==> src/rtl/button_tick_conditioner_pkg.sv <==
// button_tick_conditioner_pkg
//   Shared definitions for the button/tick input-conditioning slice:
//   debounce FSM state encoding and elaboration-time parameter checks.
//   No ports.

// Elaboration-time lower-bound check on an integer parameter.
`define BTC_PARAM_MIN(P, MIN) \
  if ((P) < (MIN)) begin : g_param_range_chk \
    $error("parameter P below its minimum value MIN"); \
  end

package button_tick_conditioner_pkg;

  // Debounce FSM states; the encoding is fixed so that state bit 1 equals
  // the accepted level and bit 0 marks a pending (counting) transition.
  typedef enum logic [1:0] {
    IDLE_LOW  = 2'b00,
    WAIT_HIGH = 2'b01,
    IDLE_HIGH = 2'b10,
    WAIT_LOW  = 2'b11
  } deb_state_e;

endpackage

==> src/rtl/button_tick_conditioner_if.sv <==
// button_tick_conditioner_if
//   Groups the conditioner's pin-side and strobe-side signals.
//   btn_in      raw asynchronous button pin, active-high
//   tick_en     prescaler enable
//   btn_level   debounced button level
//   btn_press   one-cycle strobe on accepted 0->1 transition
//   btn_release one-cycle strobe on accepted 1->0 transition
//   tick        one-cycle strobe every PRESCALE enabled cycles
//   master: drives btn_in/tick_en, observes outputs (stimulus / consumer side)
//   slave : the conditioner itself

interface button_tick_conditioner_if;
  logic btn_in;
  logic tick_en;
  logic btn_level;
  logic btn_press;
  logic btn_release;
  logic tick;

  modport master (
    output btn_in,
    output tick_en,
    input  btn_level,
    input  btn_press,
    input  btn_release,
    input  tick
  );

  modport slave (
    input  btn_in,
    input  tick_en,
    output btn_level,
    output btn_press,
    output btn_release,
    output tick
  );
endinterface

==> src/rtl/button_tick_conditioner_tick_prescaler.sv <==
// tick_prescaler
//   Programmable-rate strobe generator. While tick_en is high, tick pulses
//   for one cycle every PRESCALE enabled cycles; dropping tick_en discards
//   the partial count. PRESCALE=1 gives tick held high while enabled.
//   clk     system clock, rising edge
//   reset   synchronous reset, active-high
//   tick_en count enable
//   tick    registered rate strobe

module tick_prescaler #(
  parameter  int unsigned PRESCALE = 50000000,
  localparam int unsigned PS_W     = $clog2(PRESCALE + 1)
) (
  input  logic clk,
  input  logic reset,
  input  logic tick_en,
  output logic tick
);
  import button_tick_conditioner_pkg::*;

  `BTC_PARAM_MIN(PRESCALE, 1)

  localparam logic [PS_W-1:0] LP_LAST = PS_W'(PRESCALE - 1);

  logic [PS_W-1:0] r_pcnt;
  logic            r_tick;

  always_ff @(posedge clk) begin
    if (reset) begin
      r_pcnt <= '0;
      r_tick <= 1'b0;
    end else if (!tick_en) begin
      r_pcnt <= '0;
      r_tick <= 1'b0;
    end else if (r_pcnt == LP_LAST) begin
      r_pcnt <= '0;
      r_tick <= 1'b1;
    end else begin
      r_pcnt <= r_pcnt + PS_W'(1);
      r_tick <= 1'b0;
    end
  end

  assign tick = r_tick;
endmodule

==> src/rtl/button_tick_conditioner.sv <==
// button_tick_conditioner
//   Input-conditioning stage: synchronizes and debounces a raw push-button
//   into a level plus press/release strobes, and generates a prescaled
//   tick strobe. Debouncer and prescaler are independent.
//   clk    system clock, rising edge
//   reset  synchronous reset, active-high (dominates all inputs)
//   bus    slave side of button_tick_conditioner_if
//            btn_in, tick_en                          inputs
//            btn_level, btn_press, btn_release, tick  registered outputs

module button_tick_conditioner #(
  parameter  int unsigned DEBOUNCE_CYCLES = 1000000,
  parameter  int unsigned PRESCALE        = 50000000,
  localparam int unsigned CNT_W           = $clog2(DEBOUNCE_CYCLES + 1)
) (
  input  logic                        clk,
  input  logic                        reset,
  button_tick_conditioner_if.slave    bus
);
  import button_tick_conditioner_pkg::*;

  `BTC_PARAM_MIN(DEBOUNCE_CYCLES, 2)

  localparam logic [CNT_W-1:0] LP_LAST = CNT_W'(DEBOUNCE_CYCLES - 1);

  // Two-flop synchronizer; only r_sync2 is consumed downstream.
  logic r_sync1;
  logic r_sync2;

  always_ff @(posedge clk) begin
    if (reset) begin
      r_sync1 <= 1'b0;
      r_sync2 <= 1'b0;
    end else begin
      r_sync1 <= bus.btn_in;
      r_sync2 <= r_sync1;
    end
  end

  // Debounce FSM: a transition is accepted after DEBOUNCE_CYCLES
  // consecutive synchronized samples at the new level.
  deb_state_e       r_state;
  deb_state_e       w_state_nxt;
  logic [CNT_W-1:0] r_cnt;
  logic [CNT_W-1:0] w_cnt_nxt;
  logic             r_level;
  logic             w_level_nxt;
  logic             r_press;
  logic             w_press_nxt;
  logic             r_release;
  logic             w_release_nxt;

  always_ff @(posedge clk) begin
    if (reset) begin
      r_state   <= IDLE_LOW;
      r_cnt     <= '0;
      r_level   <= 1'b0;
      r_press   <= 1'b0;
      r_release <= 1'b0;
    end else begin
      r_state   <= w_state_nxt;
      r_cnt     <= w_cnt_nxt;
      r_level   <= w_level_nxt;
      r_press   <= w_press_nxt;
      r_release <= w_release_nxt;
    end
  end

  always_comb begin
    w_state_nxt   = r_state;
    w_cnt_nxt     = r_cnt;
    w_level_nxt   = r_level;
    w_press_nxt   = 1'b0;
    w_release_nxt = 1'b0;
    case (r_state)
      IDLE_LOW: begin
        if (r_sync2) begin
          w_state_nxt = WAIT_HIGH;
          w_cnt_nxt   = CNT_W'(1);
        end
      end
      WAIT_HIGH: begin
        if (!r_sync2) begin
          // bounce: abandon the pending press silently
          w_state_nxt = IDLE_LOW;
          w_cnt_nxt   = '0;
        end else if (r_cnt == LP_LAST) begin
          w_state_nxt = IDLE_HIGH;
          w_cnt_nxt   = '0;
          w_level_nxt = 1'b1;
          w_press_nxt = 1'b1;
        end else begin
          w_cnt_nxt = r_cnt + CNT_W'(1);
        end
      end
      IDLE_HIGH: begin
        if (!r_sync2) begin
          w_state_nxt = WAIT_LOW;
          w_cnt_nxt   = CNT_W'(1);
        end
      end
      WAIT_LOW: begin
        if (r_sync2) begin
          w_state_nxt = IDLE_HIGH;
          w_cnt_nxt   = '0;
        end else if (r_cnt == LP_LAST) begin
          w_state_nxt   = IDLE_LOW;
          w_cnt_nxt     = '0;
          w_level_nxt   = 1'b0;
          w_release_nxt = 1'b1;
        end else begin
          w_cnt_nxt = r_cnt + CNT_W'(1);
        end
      end
      default: begin
        w_state_nxt = IDLE_LOW;
        w_cnt_nxt   = '0;
      end
    endcase
  end

  logic w_tick;

  tick_prescaler #(
    .PRESCALE (PRESCALE)
  ) u_tick_prescaler (
    .clk     (clk),
    .reset   (reset),
    .tick_en (bus.tick_en),
    .tick    (w_tick)
  );

  assign bus.btn_level   = r_level;
  assign bus.btn_press   = r_press;
  assign bus.btn_release = r_release;
  assign bus.tick        = w_tick;
endmodule

==> src/flat_wrapper.sv <==
// flat-port wrapper written by rule: the top's interface ports become plain ports
module button_tick_conditioner_flat import button_tick_conditioner_pkg::*;
#(
  parameter  int unsigned DEBOUNCE_CYCLES = 1000000,
  parameter  int unsigned PRESCALE        = 50000000,
  localparam int unsigned CNT_W           = $clog2(DEBOUNCE_CYCLES + 1)
)
  (clk, reset, bus_btn_in, bus_tick_en, bus_btn_level, bus_btn_press, bus_btn_release, bus_tick);
  button_tick_conditioner_if bus_i ();
  input  logic clk;
  input  logic reset;
  input wire logic [$bits(bus_i.btn_in)-1:0] bus_btn_in;
  input wire logic [$bits(bus_i.tick_en)-1:0] bus_tick_en;
  output wire logic [$bits(bus_i.btn_level)-1:0] bus_btn_level;
  output wire logic [$bits(bus_i.btn_press)-1:0] bus_btn_press;
  output wire logic [$bits(bus_i.btn_release)-1:0] bus_btn_release;
  output wire logic [$bits(bus_i.tick)-1:0] bus_tick;
  assign bus_i.btn_in = bus_btn_in;
  assign bus_i.tick_en = bus_tick_en;
  assign bus_btn_level = bus_i.btn_level;
  assign bus_btn_press = bus_i.btn_press;
  assign bus_btn_release = bus_i.btn_release;
  assign bus_tick = bus_i.tick;
  button_tick_conditioner #(.DEBOUNCE_CYCLES(DEBOUNCE_CYCLES), .PRESCALE(PRESCALE)) u_core (.clk(clk), .reset(reset), .bus(bus_i));
endmodule
==> config.mk <==
export PLATFORM = sky130hd
export DESIGN_NAME = button_tick_conditioner_flat
export DESIGN_NICKNAME = d
export VERILOG_FILES = /design/src/rtl/button_tick_conditioner_pkg.sv /design/src/rtl/button_tick_conditioner_if.sv /design/src/rtl/button_tick_conditioner_tick_prescaler.sv /design/src/rtl/button_tick_conditioner.sv /design/src/flat_wrapper.sv
export SDC_FILE = /design/constraint.sdc
export NUM_CORES = 1
export LEC_CHECK = 0
export ABC_CLOCK_PERIOD_IN_PS = 3100
export BUFFER_PORTS_ARGS = -buffer_cell sky130_fd_sc_hd__clkbuf_2
export CAP_MARGIN = 20
export CORE_MARGIN = 2
export CORE_UTILIZATION = 52
export DETAILED_ROUTE_END_ITERATION = 7
export PLACE_DENSITY = 0.65
export RECOVER_POWER = 100
export SLEW_MARGIN = 20
export SYNTH_ARGS = -nofsm -noshare
export SYNTH_HDL_FRONTEND = slang
export SYNTH_HIERARCHICAL = 1
export SYNTH_SLANG_ARGS = --single-unit
==> constraint.sdc <==
create_clock -name clk -period 3.1 [get_ports clk]
set_input_delay 0.31 -clock clk [delete_from_list [all_inputs] [get_ports clk]]
set_output_delay 0.31 -clock clk [all_outputs]
set_load 0.01 [all_outputs]
==> impl_results.md <==
- Worst hold path depth: 2
- Worst path required time: approximately 3300 ps
- Reg clk slew, reported paths: 90 ps
- Max-slew headroom: about a third
- Die area: between 0.005 and 0.006 sq mm
- Mean Syn Cell Area: approximately 8.9 sq um
- WHS Endpoint: u_core/r_sync1$_SDFF_PP0_
- Delay of the slowest critical-path stage: 810 ps
- Synth area leader: dfxtp_1
- Placed cell count: around 370
- Clock sinks: 54
- Chip width: 75.5 microns
- Synth Warn #: 6
- CP max stage cell: o21bai_2
- Hold path start: bus_btn_in
- # diodes: 0
- Post-CTS setup buffer count: 0
- Leakage: around 0.9 nW
- Post-layout min period: between 2000 and 3000 ps
- # rows: 26
- Bufs on Longest Clock Path: 2
- Fin nets: a little over 300
- Total Wirelength: around 5100 microns
- Area of the multi-input gates: approximately 0.0015 sq mm
- Placed cell area: roughly 0.0027 sq mm
- Final core utilization: between 50% and 60%
- Share of cells above drive strength 1: 9.21%
- Post-Syn Nets: slightly above 300
- Reg2Reg Depth: 4
- Post-synthesis cell area: 0.00266 sq mm
- Synth Flop Type: dfxtp_1
- DR iter-0 viols: between 100 and 150
- FF+latch area: between 0.001 and 0.0015 sq mm
- Number of library cell types mapped by synthesis: 58
- Area delta synth->final: 5.28%
- Tightest Pin Transition: 1020 ps
- Root buffer cell: clkbuf_8
- Antenna-violating nets left: 0
- Switching power total: about 0.25 mW
- Minimum setup slack in the final design: ~580 ps
- Vias in the first global route: 1,822
- Internal power: 0.951 mW
- Largest net degree at the start of global routing: 26
- RR Endpoint: u_core/u_tick_prescaler/r_pcnt[11]$_SDFF_PP0_
- I/O pin count: 8
- Buffers on Ports: 7
- Sw Share: about a fifth
- Initial Util: 53.0%
- Global placer's final weighted congestion: slightly above 0.8
- Final Max Tran Viols: 0
- Post_cts resized: 0
- Max FO, Critical Path: 25
- F_max: 397 MHz
- Initial antenna violation count: 0
- Sequential element share of the synthesized area: about two fifths
- Worst reg2reg setup slack: 580 ps
- First-pass GRT wire length: 8600 microns
- Die height: 75.5 microns
- Setup_tns: 0 ps
- Worst Hold Class: in2reg
- Total core area: 0.00501 sq mm
- Final Instance Count excl. Fillers: between 300 and 400
- Crit path DAT: ~2700 ps
- CTS Buf Count: 5
- Max Cap Viol: 0
- Worst setup EP type: flip-flop
- Final-report hold violation count: 0
- Seq pwr share: 58.7%
- Period utilization: between 80% and 90%
- DRC viols: 0
- Routed vias/inst: roughly 6
- Unrepaired setup endpoints after global routing: false
- Power Dens Cells: between 400 and 500 mW/mm^2
- Design Area, Final: roughly 0.0028 sq mm
- Status: finished, final reports clean
- CP Cell Sequence: or4b_1 > or4_1 > o21bai_2 > nor2_1
- Peak supply drop: around 240 uV
- Final setup fails: 0
- Post-DP HPWL: roughly 3500 microns
- Comb power frac: under 10%
- CP Class: reg2reg
- Cts hold-fix bufs: 0
- Post-synth EDFFs: 0
- Total congestion overflow: 0
- Synth top area cells: dfxtp_1 (41%), a21oi_1 (4.7%), nand3_1 (4.0%), nor2_1 (3.7%), nand4_1 (3.3%)
- Setup Skew: between 7 and 8 ps
- Async S/R FF share, synth: 0%
- Overall routing resource usage: approximately 20%
- H-tree depth: 2
- Fillers: 503
- DP Worst Slack: between 700 and 800 ps
- Synth Instances: 297
- Worst setup SP type: flip-flop
- R2R Path Start: u_core/u_tick_prescaler/r_pcnt[17]$_SDFF_PP0_
- Clock network fraction of design power: 38.6%
- Total vias in the final route: between 2,000 and 2,500
- #FFs+latches synth: 54
- Synth top area share: just over 40%
- DR WL/cell: 13.7 microns
- Drt pass-1 iters: 4
- Clock latency on the worst-skew pair: slightly above 300 ps
- CTS tree: built
## registers in the layout, summed over array words and instances, names as in the netlist, named ones only
register / count
u_core/bus.btn_level: 1
u_core/bus.btn_press: 1
u_core/bus.btn_release: 1
u_core/r_cnt: 20
u_core/r_state: 1
u_core/r_sync1: 1
u_core/r_sync2: 1
u_core/u_tick_prescaler/r_pcnt: 26
u_core/u_tick_prescaler/tick: 1
## worst max-delay path, delay by kind of cell (launching register included)
family / cells / cell delay (ps)
AND/OR/NAND/NOR: 3 / 1120
flip-flops: 1 / 440
AO/OA/AOI/OAI: 1 / 810
## worst max-delay path by stage
stage | startpoint | end
final | u_core/u_tick_prescaler/r_pcnt[17]$_SDFF_PP0_ | u_core/u_tick_prescaler/r_pcnt[11]$_SDFF_PP0_
after global routing | u_core/u_tick_prescaler/r_pcnt[17]$_SDFF_PP0_ | u_core/u_tick_prescaler/r_pcnt[9]$_SDFF_PP0_
after CTS | u_core/r_cnt[0]$_SDFFE_PP0P_ | u_core/r_cnt[9]$_SDFFE_PP0P_
after detailed placement | u_core/r_cnt[0]$_SDFFE_PP0P_ | u_core/r_cnt[9]$_SDFFE_PP0P_
after global placement | u_core/r_cnt[0]$_SDFFE_PP0P_ | u_core/r_cnt[9]$_SDFFE_PP0P_
after floorplan | u_core/u_tick_prescaler/r_pcnt[7]$_SDFF_PP0_ | u_core/u_tick_prescaler/r_pcnt[19]$_SDFF_PP0_
## final cells by class
type,instances,area share [%]
Inverter,5,0.671
Multi-Input combinational cell,227,52.0
Sequential cell,54,38.7
Clock buffer,7,2.73
Timing Repair Buffer,10,1.70
Tap cell,70,3.13
Clock inverter,1,1.07
## through the flow
step                total power [mW]  hold WS [ps]
finish                          1.20           219
global route                    1.25           222
CTS                             1.22           202
detailed placement             0.753           433
global placement               0.752           418
floorplan                      0.743           414
## kinds of logic after synthesis
kind of cell,synth area share [%]
xor gates and xnor gates,4.90
adders and majority gates,0.942
buffers and inverters,4.10
DFF,40.7
muxes,1.51
AOI/OAI and AO/OA,14.9
and+or+nand+nor,32.9
## per-layer routing
layer | vias up | track usage, % | wire, microns
met4 | 0 | 5.26 | 61
met3 | 6 | 4.76 | 210
met1 | 1032 | 30.1 | 2660
met5 | - | 0 | 0
met2 | 32 | 27.3 | 2190
li1 | 1129 | - | -
## synthesized netlist by cell type (all sizes together), types with 3 or more instances
master,number
and3,9
or3,9
nand4,16
inv,5
buf,7
nor4,4
and4,3
a41oi,3
and2,3
nand2b,4
nor2b,3
nor3,5
a31oi,9
xnor2,4
nand2,19
nand3,21
o31ai,6
a21oi,25
o21ai,12
dfxtp,54
nor2,26
mux2i,4
clkbuf,4
xor2,10
or4,10
## power by group through the flow
stage / sequential, mW / combinational [mW] / clock (mW)
2_1_floorplan: 0.718 / 0.0251 / 0
3_3_place_gp: 0.718 / 0.0341 / 0
3_5_place_dp: 0.718 / 0.0345 / 0
4_1_cts: 0.702 / 0.0345 / 0.482
5_1_grt: 0.703 / 0.0369 / 0.507
6_report: 0.702 / 0.0326 / 0.461
## cells in the final DEF, fill, tap and decap left out, types with 9 or more instances in the layout
master,n
or4_1,9
nand3_1,21
o21ai_0,11
a21oi_1,25
nor2_1,26
dfxtp_1,54
nand4_1,14
xor2_1,9
nand2_1,17
a31oi_1,9
Power figures use the tool's default switching activity.
